`src/rtl/cpu_pkg.sv`:
```
// Shared constants and fetch FSM encoding for the 16-bit CPU front end.
package cpu_pkg;

    localparam int          ADDR_W           = 16;
    localparam int          INST_W           = 16;
    localparam logic [15:0] PC_RESET_DEFAULT = 16'd10;

    typedef enum logic [1:0] {
        S_IDLE = 2'd0,
        S_WAIT = 2'd1,
        S_DROP = 2'd2
    } fetch_state_t;

endpackage

```
`src/rtl/fetch_fifo.sv`:
```
// Small synchronous FIFO holding {pc, instruction} pairs; head is read combinationally.
module fetch_fifo #(
    parameter int DEPTH = 4,
    parameter int WIDTH = 32
) (
    input  logic                       clk,
    input  logic                       rst_n,
    input  logic                       i_push,
    input  logic                       i_pop,
    input  logic                       i_flush,
    input  logic [WIDTH-1:0]           i_wdata,
    output logic [WIDTH-1:0]           o_rdata,
    output logic [$clog2(DEPTH):0]     o_count,
    output logic                       o_full,
    output logic                       o_empty
);

    localparam int PW = $clog2(DEPTH);
    localparam int CW = PW + 1;

    logic [WIDTH-1:0] r_mem [DEPTH];
    logic [PW-1:0]    r_wr_ptr;
    logic [PW-1:0]    r_rd_ptr;
    logic [CW-1:0]    r_count;
    logic             w_do_push;
    logic             w_do_pop;

    assign o_full    = (r_count == CW'(DEPTH));
    assign o_empty   = (r_count == '0);
    assign o_count   = r_count;
    assign o_rdata   = r_mem[r_rd_ptr];
    assign w_do_pop  = i_pop & ~o_empty;
    assign w_do_push = i_push & (~o_full | w_do_pop);

    // Storage is reset too so the head outputs read zero straight out of reset.
    always_ff @(posedge clk or negedge rst_n) begin
        if (!rst_n) begin
            r_wr_ptr <= '0;
            r_rd_ptr <= '0;
            r_count  <= '0;
            for (int i = 0; i < DEPTH; i++) begin
                r_mem[i] <= '0;
            end
        end else if (i_flush) begin
            r_wr_ptr <= '0;
            r_rd_ptr <= '0;
            r_count  <= '0;
        end else begin
            if (w_do_push) begin
                r_mem[r_wr_ptr] <= i_wdata;
                r_wr_ptr        <= r_wr_ptr + PW'(1);
            end
            if (w_do_pop) begin
                r_rd_ptr <= r_rd_ptr + PW'(1);
            end
            case ({w_do_push, w_do_pop})
                2'b10:   r_count <= r_count + CW'(1);
                2'b01:   r_count <= r_count - CW'(1);
                default: r_count <= r_count;
            endcase
        end
    end

endmodule

```
`src/rtl/fetch_unit.sv`:
```
// Instruction fetch stage: owns the fetch PC, the req/ack memory FSM and redirect handling,
// buffering fetched instructions for decode in a fetch_fifo.
module fetch_unit
    import cpu_pkg::*;
#(
    parameter logic [15:0] PC_RESET = PC_RESET_DEFAULT,
    parameter int          DEPTH    = 4,
    parameter int          DATA_W   = INST_W
) (
    input  logic              Clock,
    input  logic              Resetn,
    output logic              imem_req,
    output logic [ADDR_W-1:0] imem_addr,
    input  logic              imem_ack,
    input  logic [DATA_W-1:0] imem_rdata,
    input  logic              redirect,
    input  logic [ADDR_W-1:0] redirect_pc,
    output logic              inst_valid,
    output logic [DATA_W-1:0] inst,
    output logic [ADDR_W-1:0] inst_pc,
    input  logic              inst_ready
);

    localparam int CW = $clog2(DEPTH) + 1;
    localparam int FW = ADDR_W + DATA_W;

    fetch_state_t      r_state, w_state_n;
    logic [ADDR_W-1:0] r_fetch_pc, w_fetch_pc_n;
    logic              r_req, w_req_n;
    logic [ADDR_W-1:0] r_addr, w_addr_n;

    logic [ADDR_W-1:0] w_target;
    logic [ADDR_W-1:0] w_pc_inc;
    logic [ADDR_W-1:0] w_drop_pc;
    logic              w_ack_take;
    logic              w_push;
    logic              w_pop;
    logic              w_empty;
    logic              w_full;
    logic [CW-1:0]     w_count;
    logic [CW-1:0]     w_count_next;
    logic              w_space;
    logic [FW-1:0]     w_head;
    logic              w_unused;

    assign w_unused   = redirect_pc[0];
    assign w_target   = {redirect_pc[ADDR_W-1:1], 1'b0};
    assign w_pc_inc   = r_fetch_pc + 16'd2;
    assign w_drop_pc  = redirect ? w_target : r_fetch_pc;
    assign w_ack_take = imem_ack & (r_state == S_WAIT);
    assign w_push     = w_ack_take & ~redirect & (~w_full | w_pop);
    assign w_pop      = inst_valid & inst_ready & ~redirect;

    assign imem_req   = r_req;
    assign imem_addr  = r_addr;
    assign inst_valid = ~w_empty;
    assign inst_pc    = w_head[FW-1:DATA_W];
    assign inst       = w_head[DATA_W-1:0];

    fetch_fifo #(
        .DEPTH (DEPTH),
        .WIDTH (FW)
    ) u_fifo (
        .clk     (Clock),
        .rst_n   (Resetn),
        .i_push  (w_push),
        .i_pop   (w_pop),
        .i_flush (redirect),
        .i_wdata ({r_addr, imem_rdata}),
        .o_rdata (w_head),
        .o_count (w_count),
        .o_full  (w_full),
        .o_empty (w_empty)
    );

    // Occupancy after this edge, so a new request never overfills the buffer.
    always_comb begin
        w_count_next = w_count;
        if (redirect) begin
            w_count_next = '0;
        end else begin
            if (w_push) w_count_next = w_count_next + CW'(1);
            if (w_pop)  w_count_next = w_count_next - CW'(1);
        end
        w_space = (w_count_next < CW'(DEPTH));
    end

    always_ff @(posedge Clock or negedge Resetn) begin
        if (!Resetn) begin
            r_state    <= S_IDLE;
            r_fetch_pc <= PC_RESET;
            r_req      <= 1'b0;
            r_addr     <= PC_RESET;
        end else begin
            r_state    <= w_state_n;
            r_fetch_pc <= w_fetch_pc_n;
            r_req      <= w_req_n;
            r_addr     <= w_addr_n;
        end
    end

    // A discarded read is followed straight away by the request to the redirect target.
    always_comb begin
        w_state_n    = r_state;
        w_fetch_pc_n = r_fetch_pc;
        w_req_n      = r_req;
        w_addr_n     = r_addr;
        case (r_state)
            S_IDLE: begin
                if (redirect) begin
                    w_fetch_pc_n = w_target;
                    w_req_n      = 1'b1;
                    w_addr_n     = w_target;
                    w_state_n    = S_WAIT;
                end else if (w_space) begin
                    w_req_n   = 1'b1;
                    w_addr_n  = r_fetch_pc;
                    w_state_n = S_WAIT;
                end
            end
            S_WAIT: begin
                if (redirect) begin
                    w_fetch_pc_n = w_target;
                    if (imem_ack) begin
                        w_addr_n = w_target;
                    end else begin
                        w_state_n = S_DROP;
                    end
                end else if (imem_ack) begin
                    w_fetch_pc_n = w_pc_inc;
                    if (w_space) begin
                        w_addr_n = w_pc_inc;
                    end else begin
                        w_req_n   = 1'b0;
                        w_state_n = S_IDLE;
                    end
                end
            end
            S_DROP: begin
                w_fetch_pc_n = w_drop_pc;
                if (imem_ack) begin
                    w_req_n   = 1'b1;
                    w_addr_n  = w_drop_pc;
                    w_state_n = S_WAIT;
                end
            end
            default: begin
                w_req_n   = 1'b0;
                w_state_n = S_IDLE;
            end
        endcase
    end

endmodule
```
`config.mk`:
```
export PLATFORM = sky130hd
export DESIGN_NAME = fetch_unit
export DESIGN_NICKNAME = d
export VERILOG_FILES = /design/src/rtl/cpu_pkg.sv /design/src/rtl/fetch_fifo.sv /design/src/rtl/fetch_unit.sv
export SDC_FILE = /design/constraint.sdc
export NUM_CORES = 1
export LEC_CHECK = 0
export ABC_AREA = 1
export BUFFER_PORTS_ARGS = -buffer_cell sky130_fd_sc_hd__clkbuf_2
export CORE_ASPECT_RATIO = 0.7
export CORE_UTILIZATION = 28
export DETAILED_ROUTE_END_ITERATION = 6
export PLACE_DENSITY_LB_ADDON = 0.05
export SETUP_SLACK_MARGIN = 0.15
export SLEW_MARGIN = 20
export SYNTH_ARGS = -nofsm -noshare
export SYNTH_HDL_FRONTEND = slang
export SYNTH_SLANG_ARGS = --single-unit
```
`constraint.sdc`:
```
create_clock -name Clock -period 2.8 [get_ports Clock]
set_input_delay 0 -clock Clock [delete_from_list [all_inputs] [get_ports Clock]]
set_output_delay 0 -clock Clock [all_outputs]
set_load 0.005 [all_outputs]
```
[After elaboration in Yosys (flattened, before gate mapping)]
Cells that the tools add are included.
Storage, ports and cells
  logic and storage cells: 106
  bits of input ports: 37
  output and inout bits: 50
  flip-flop bits (word level): 170
Cells by class
  bitwise operators: 14
  equal/unequal tests: 14
  multiplexer cells: 43
  $lt $le $gt $ge: 4
  reductions and logical operators: 14
  add/subtract/negate cells: 6
Operators with widths (count)
  2-to-1 mux 16 bit: 10
  bitwise mux 128 bit: 1
  2-to-1 mux 32 bit: 3
  binary-select mux 32 bit (select 2 bit): 1
  demux 32 bit (select 2 bit): 1
  case mux 16 bit (3 select lines): 1
  case mux 16 bit (2 select lines): 1
  2-to-1 mux 2 bit: 11
  adder 16 x 2 -> 16 bit (second input constant): 1
  2-to-1 mux 3 bit: 5
  != test 3 bit (second input constant): 5
  AND reduction 5 bit: 3
  != test 2 bit (second input constant): 4
  bitwise AND 1 bit: 7
  >= comparator 3 bit (second input constant): 2
  2-to-1 mux 1 bit: 6
  inverter 2 -> 3 bit: 2
  case mux 2 bit (3 select lines): 1
  case mux 3 bit (2 select lines): 1
  nonzero test 2 bit: 3
  nonzero test 3 bit: 2
  subtractor 3 x 1 -> 3 bit (second input constant): 2
  adder 2 x 1 -> 2 bit (second input constant): 2
  equality test 2 x 1 -> 1 bit (second input constant): 2
  13 further kinds: 18

[Logic depth before layout (Yosys ltp)]
  word-level depth: 16
  gate-level depth with buffers: 16
  depth with buffers taken out: 16

[Cells and area by module]
Synthesis repeated with hierarchy kept, for this count alone.
Unflattened totals
  cells, all modules: 1155
  area, all modules: 8792.2 um2
By module, submodules not included
  fetch_fifo: instances 1, cells an instance 796, area each 6349.8 um2, seq. area each 3378.2 um2
  fetch_unit: instances 1, cells an instance 359, area each 2442.3 um2, seq. area each 880.8 um2

[Worst setup path after synthesis]
OpenSTA, ideal clock, no wires.
  path type: register -> register
  start: register u_fifo.r_count[0] (netlist: u_fifo.o_count[0])
  end: register r_addr[10] (netlist: imem_addr[10])
  arrival time: 1.753 ns
  stages on the path, launching flop included: 15
  slack: 0.930 ns
  library setup time: 0.117 ns
  required time: 2.683 ns
  buffers on the path: 1
  clock period less this slack: 1.870 ns
  path through: dfrtp_1 > inv_1 > ha_1 > nand2_2 > nand3_4 > nand2_4 > nand3_1 > nand2_1 > nor2_2 > nand2_4 > nand3_2 > nand4_2 > buf_4 > nand2_1 > nand2_1
On the way
  word-level cells in the longest chain between the ends: 14
RTL lines
  from (decl): line fetch_fifo.sv:24  | logic [CW-1:0] r_count;
  from (signal assigned): line fetch_fifo.sv:57  | 2'b10: r_count <= r_count + CW'(1);
  from (signal assigned): line fetch_fifo.sv:58  | 2'b01: r_count <= r_count - CW'(1);
  from (signal assigned): line fetch_fifo.sv:59  | default: r_count <= r_count;
  zero test 3 bit (*): line fetch_fifo.sv:29  | assign o_empty = (r_count == '0);
  inverter 1 bit (*): line fetch_unit.sv:56  | assign inst_valid = ~w_empty;
  named net inst_valid: line fetch_unit.sv:18  | output logic inst_valid,
  bitwise AND 1 bit (*) (2 in a row): line fetch_unit.sv:52  | assign w_pop = inst_valid & inst_ready & ~redirect;
  bitwise OR 1 bit: line fetch_unit.sv:51  | assign w_push = w_ack_take & ~redirect & (~w_full | w_pop);
  bitwise AND 1 bit: line fetch_unit.sv:51
  2-to-1 mux 3 bit: line fetch_unit.sv:82  | if (w_push) w_count_next = w_count_next + CW'(1);
  2-to-1 mux 3 bit: line fetch_unit.sv:79  | if (redirect) begin
  subtractor 3 x 1 -> 3 bit: line fetch_unit.sv:83  | if (w_pop) w_count_next = w_count_next - CW'(1);
  2-to-1 mux 3 bit (*): line fetch_unit.sv:83
  2-to-1 mux 3 bit (*): line fetch_unit.sv:79
  < comparator 3 bit (*): line fetch_unit.sv:85  | w_space = (w_count_next < CW'(DEPTH));
  != test 3 bit (no line)
  AND reduction 5 bit (no line) (*)
  to (signal assigned): line fetch_unit.sv:98  | r_addr <= w_addr_n;
  to (decl): line fetch_unit.sv:30  | logic [ADDR_W-1:0] r_addr, w_addr_n;
The timed path passes the listed nets; every way through them passes the cells marked *. The select of a mux whose other input is x is not followed.
A chain may end at the register's enable or synchronous reset.

[Worst setup path in the final report]
  start: register u_fifo.r_count[0] (netlist: u_fifo.o_count[0])
  end: register r_addr[5] (netlist: imem_addr[5])
On the way
  word-level cells in the longest chain between the ends: 14
RTL lines (line)
  zero test 3 bit: fetch_fifo.sv:29
  inverter 1 bit: fetch_unit.sv:56
  bitwise AND 1 bit (2 in a row): fetch_unit.sv:52
  bitwise OR 1 bit: fetch_unit.sv:51
  bitwise AND 1 bit: fetch_unit.sv:51
  2-to-1 mux 3 bit: fetch_unit.sv:82
  2-to-1 mux 3 bit: fetch_unit.sv:79
  subtractor 3 x 1 -> 3 bit: fetch_unit.sv:83
  2-to-1 mux 3 bit (*): fetch_unit.sv:83
  2-to-1 mux 3 bit (*): fetch_unit.sv:79
  < comparator 3 bit (*): fetch_unit.sv:85
  != test 3 bit (no line)
  AND reduction 5 bit (no line) (*)
Every way passes the cells marked *; elsewhere a longest branch is shown, timed or not. The select of a mux whose other input is x is not followed.

==> summary.md <==
| Metric | Value |
|---|---|
| TritonRoute pass-1 iters | `7` |
| Largest net degree at the start of global routing | `65` |
| Synth Register Bits | `170` |
| Lkg Pwr | `4.79 nW` |
| Num rows | `52` |
| Placement Cell Area | `approximately 9100 um2` |
| Status | `complete, no violations` |
| RSZ-0062 raised after global routing | `false` |
| Placer congestion estimate | `0.764` |
| Power density over cell area | `between 900 and 1000 nW/um2` |
| Worst Hold Class | `in -> reg` |
| Final WS setup | `590 ps` |
| CTS sink cnt | `170` |
| Detailed-route DRC error count | `0` |
| Fin Setup TNS | `0 ps` |
| Mapped Avg Cell Area | `8.00 um2` |
| Clock Tree Root | `clkbuf_16` |
| CP startpoint kind | `register` |
| Chip height | `145 um` |
| Area growth syn-to-layout | `21.1%` |
| Crit-path max FO | `16` |
| Ys async rst share | `100%` |
| Synth area leaders | `dfrtp_1 51%, o21ai_0 15%, nand2_1 12%` |
| All-Layer GR Usage | `17.4%` |
| Final net count | `1,162` |
| Clock transition at path regs | `~70 ps` |
| Mapped Nets | `1,072` |
| Crit. End Element | `register` |
| Post-layout util | `34.4%` |
| Slew HR | `53.8%` |
| Final period utilization | `between 70 and 80%` |
| Main synth FF type | `dfrtp_1` |
| Post-CTS Setup Inserts | `0` |
| I/O Pins | `slightly below 90` |
| Final HPWL DP | `15.8 mm` |
| Critical path data required time | `3130 ps` |
| Fmax | `452 MHz` |
| Die ar. | `30,000 um2` |
| Vias in the first global route | `6,918` |
| Post-cts resize count | `0` |
| Final ANT Viol Nets | `0` |
| Final slew viol count | `0` |
| CTS Buffer Depth | `2` |
| Initial Utilization | `between 20% and 30%` |
| Post-synth top cells | `257 x nand2_1, 244 x o21ai_0, 166 x dfrtp_1` |
| # setup viols final | `0` |
| Worst-Margin Slew | `694 ps` |
| Post-synth cell types | `36` |
| DR WL/cell | `between 15 and 20 um` |
| Synthesized cell area | `8210 um2` |
| Post-synth EDFFs | `0` |
| Die Wd | `207 um` |
| Layout cells sized above 1 | `14.8%` |
| N_diodes | `0` |
| GRT overflow | `0` |
| VDD IR max | `0.347 mV` |
| Tmin final | `2210 ps` |
| Synth Instances | `just over 1,000` |
| Top-count cell post-synth | `nand2_1` |
| Vias/cell | `4.69` |
| Max-cap violation count | `0` |
| Fin area | `9950 um2` |
| Ys Warns | `0` |
| First-pass GRT wire length | `39.8 mm` |
| Initial antenna violation count | `0` |
| TritonCTS Buffers | `17` |
| Pre-CTS WS | `588 ps` |
| H-tree depth | `4` |
| CTS tree | `done` |
| Placeable Area | `28,900 um2` |
| Top cell type by total area after synthesis | `dfrtp_1` |
| Sequential area share after synthesis | `51.9%` |
| Worst Skew | `9.02 ps` |
| Total Wirelength | `24.6 mm` |
| Arr. time, crit path | `2540 ps` |
| Initial DRC count | `~400` |
| IO Port Bufs | `85` |
| Via count | `7,079` |
| Worst-Skew Late Latency | `about 440 ps` |
| Hold Violations, Final | `0` |
| Critical setup path kind | `reg -> reg` |
| Fill cells | `3,093` |
| Share of the synthesized area in the top cell type | `between 50% and 60%` |
-- report_power, final --
| part | switching, mW | internal, mW |
|---|---|---|
| Sequential | 0.544 | 3.26 |
| Clock | 1.05 | 1.39 |
| Combinational | 2.26 | 1.33 |
-- final timing paths --
kind	start	end	slack [ps]	depth (start not counted)
setup / recovery	u_fifo.o_count[0]	imem_addr[5]	590	13
hold / removal	inst_ready	u_fifo.r_wr_ptr[0]	30	5
setup reg to reg	u_fifo.o_count[0]	imem_addr[5]	590	13
hold reg to reg	u_fifo.r_mem[83]	u_fifo.r_mem[83]	480	2
max in group asynchronous	Resetn	u_fifo.r_mem[102]	1930	3
min in group asynchronous	Resetn	u_fifo.o_count[1]	100	2
-- timing repair --
action                                  in CTS  in global routing
hold buffers                                24                  0
endpoints found under the hold margin      128                  0
endpoints found under the setup margin       0                  0
-- layout make-up --
class / instances / area (um2) / area share [%]
flip-flops and latches: 170 / 4260 / 42.8
multi-input cells: 718 / 3400 / 34.2
repair buffers: 130 / 917 / 9.22
clock buffers: 23 / 478 / 4.80
well taps: 378 / 473 / 4.75
inverters: 80 / 304 / 3.06
clock inverters: 9 / 114 / 1.14
-- cell usage in the layout, fill, tap and decap left out, types with 5 or more instances in the layout --
master,count
nand2_1,253
o21ai_0,244
dfrtp_1,165
nor2_1,87
clkbuf_2,84
inv_1,72
o22ai_1,36
dlygate4sd3_1,24
nand3_1,23
a21oi_1,21
clkbuf_16,17
buf_4,14
nand2_2,8
ha_1,8
buf_12,7
nor3_1,6
o211ai_1,6
inv_2,5
nand4_1,5
-- critical path, cell delays in order, from the launching register on --
cell and delay [ps]:
dfrtp_1 410, inv_1 130, ha_1 200, nand2_2 100
nand3_4 80, nand2_4 70, nand3_1 90, nand2_1 70
nor2_2 120, nand2_4 80, nand3_2 90, nand4_2 420
nand2_1 170, nand2_1 70
-- per-stage QoR --
| step | power [mW] | hold slack [ps] | instances |
|---|---|---|---|
| after floorplan | 6.04 | -296 | 1027 |
| after global placement | 7.48 | 29.1 | 1452 |
| after detailed placement | 7.49 | 29.8 | 1452 |
| after CTS | 10.0 | 1.35 | 1508 |
| after global routing | 10.7 | 45.7 | 1508 |
| final | 9.84 | 27.3 | 1508 |
-- registers in the layout, indices dropped and copies added (netlist names) --
register and cells:
imem_addr 16, u_fifo.r_rd_ptr 2, r_state 2, r_fetch_pc 16, u_fifo.r_mem 128, u_fifo.o_count 3
imem_req 1, u_fifo.r_wr_ptr 2
-- kinds of logic after synthesis --
| logic type | synth area share (%) |
|---|---|
| and+or+nand+nor | 19.9 |
| AOI/OAI and AO/OA | 19.9 |
| DFF | 51.9 |
| buffers and inverters | 6.82 |
| adders and majority gates | 1.22 |
| xor gates and xnor gates | 0.320 |
-- per-layer routing --
layer | track usage, % | routed length (um) | vias to the layer above
met2 | 24.7 | 10300 | 105
li1 | - | - | 3574
met5 | 0 | 0 | -
met1 | 26.4 | 13200 | 3381
met4 | 5.44 | 305 | 0
met3 | 3.32 | 839 | 19
(Power assumes the default switching activity.)
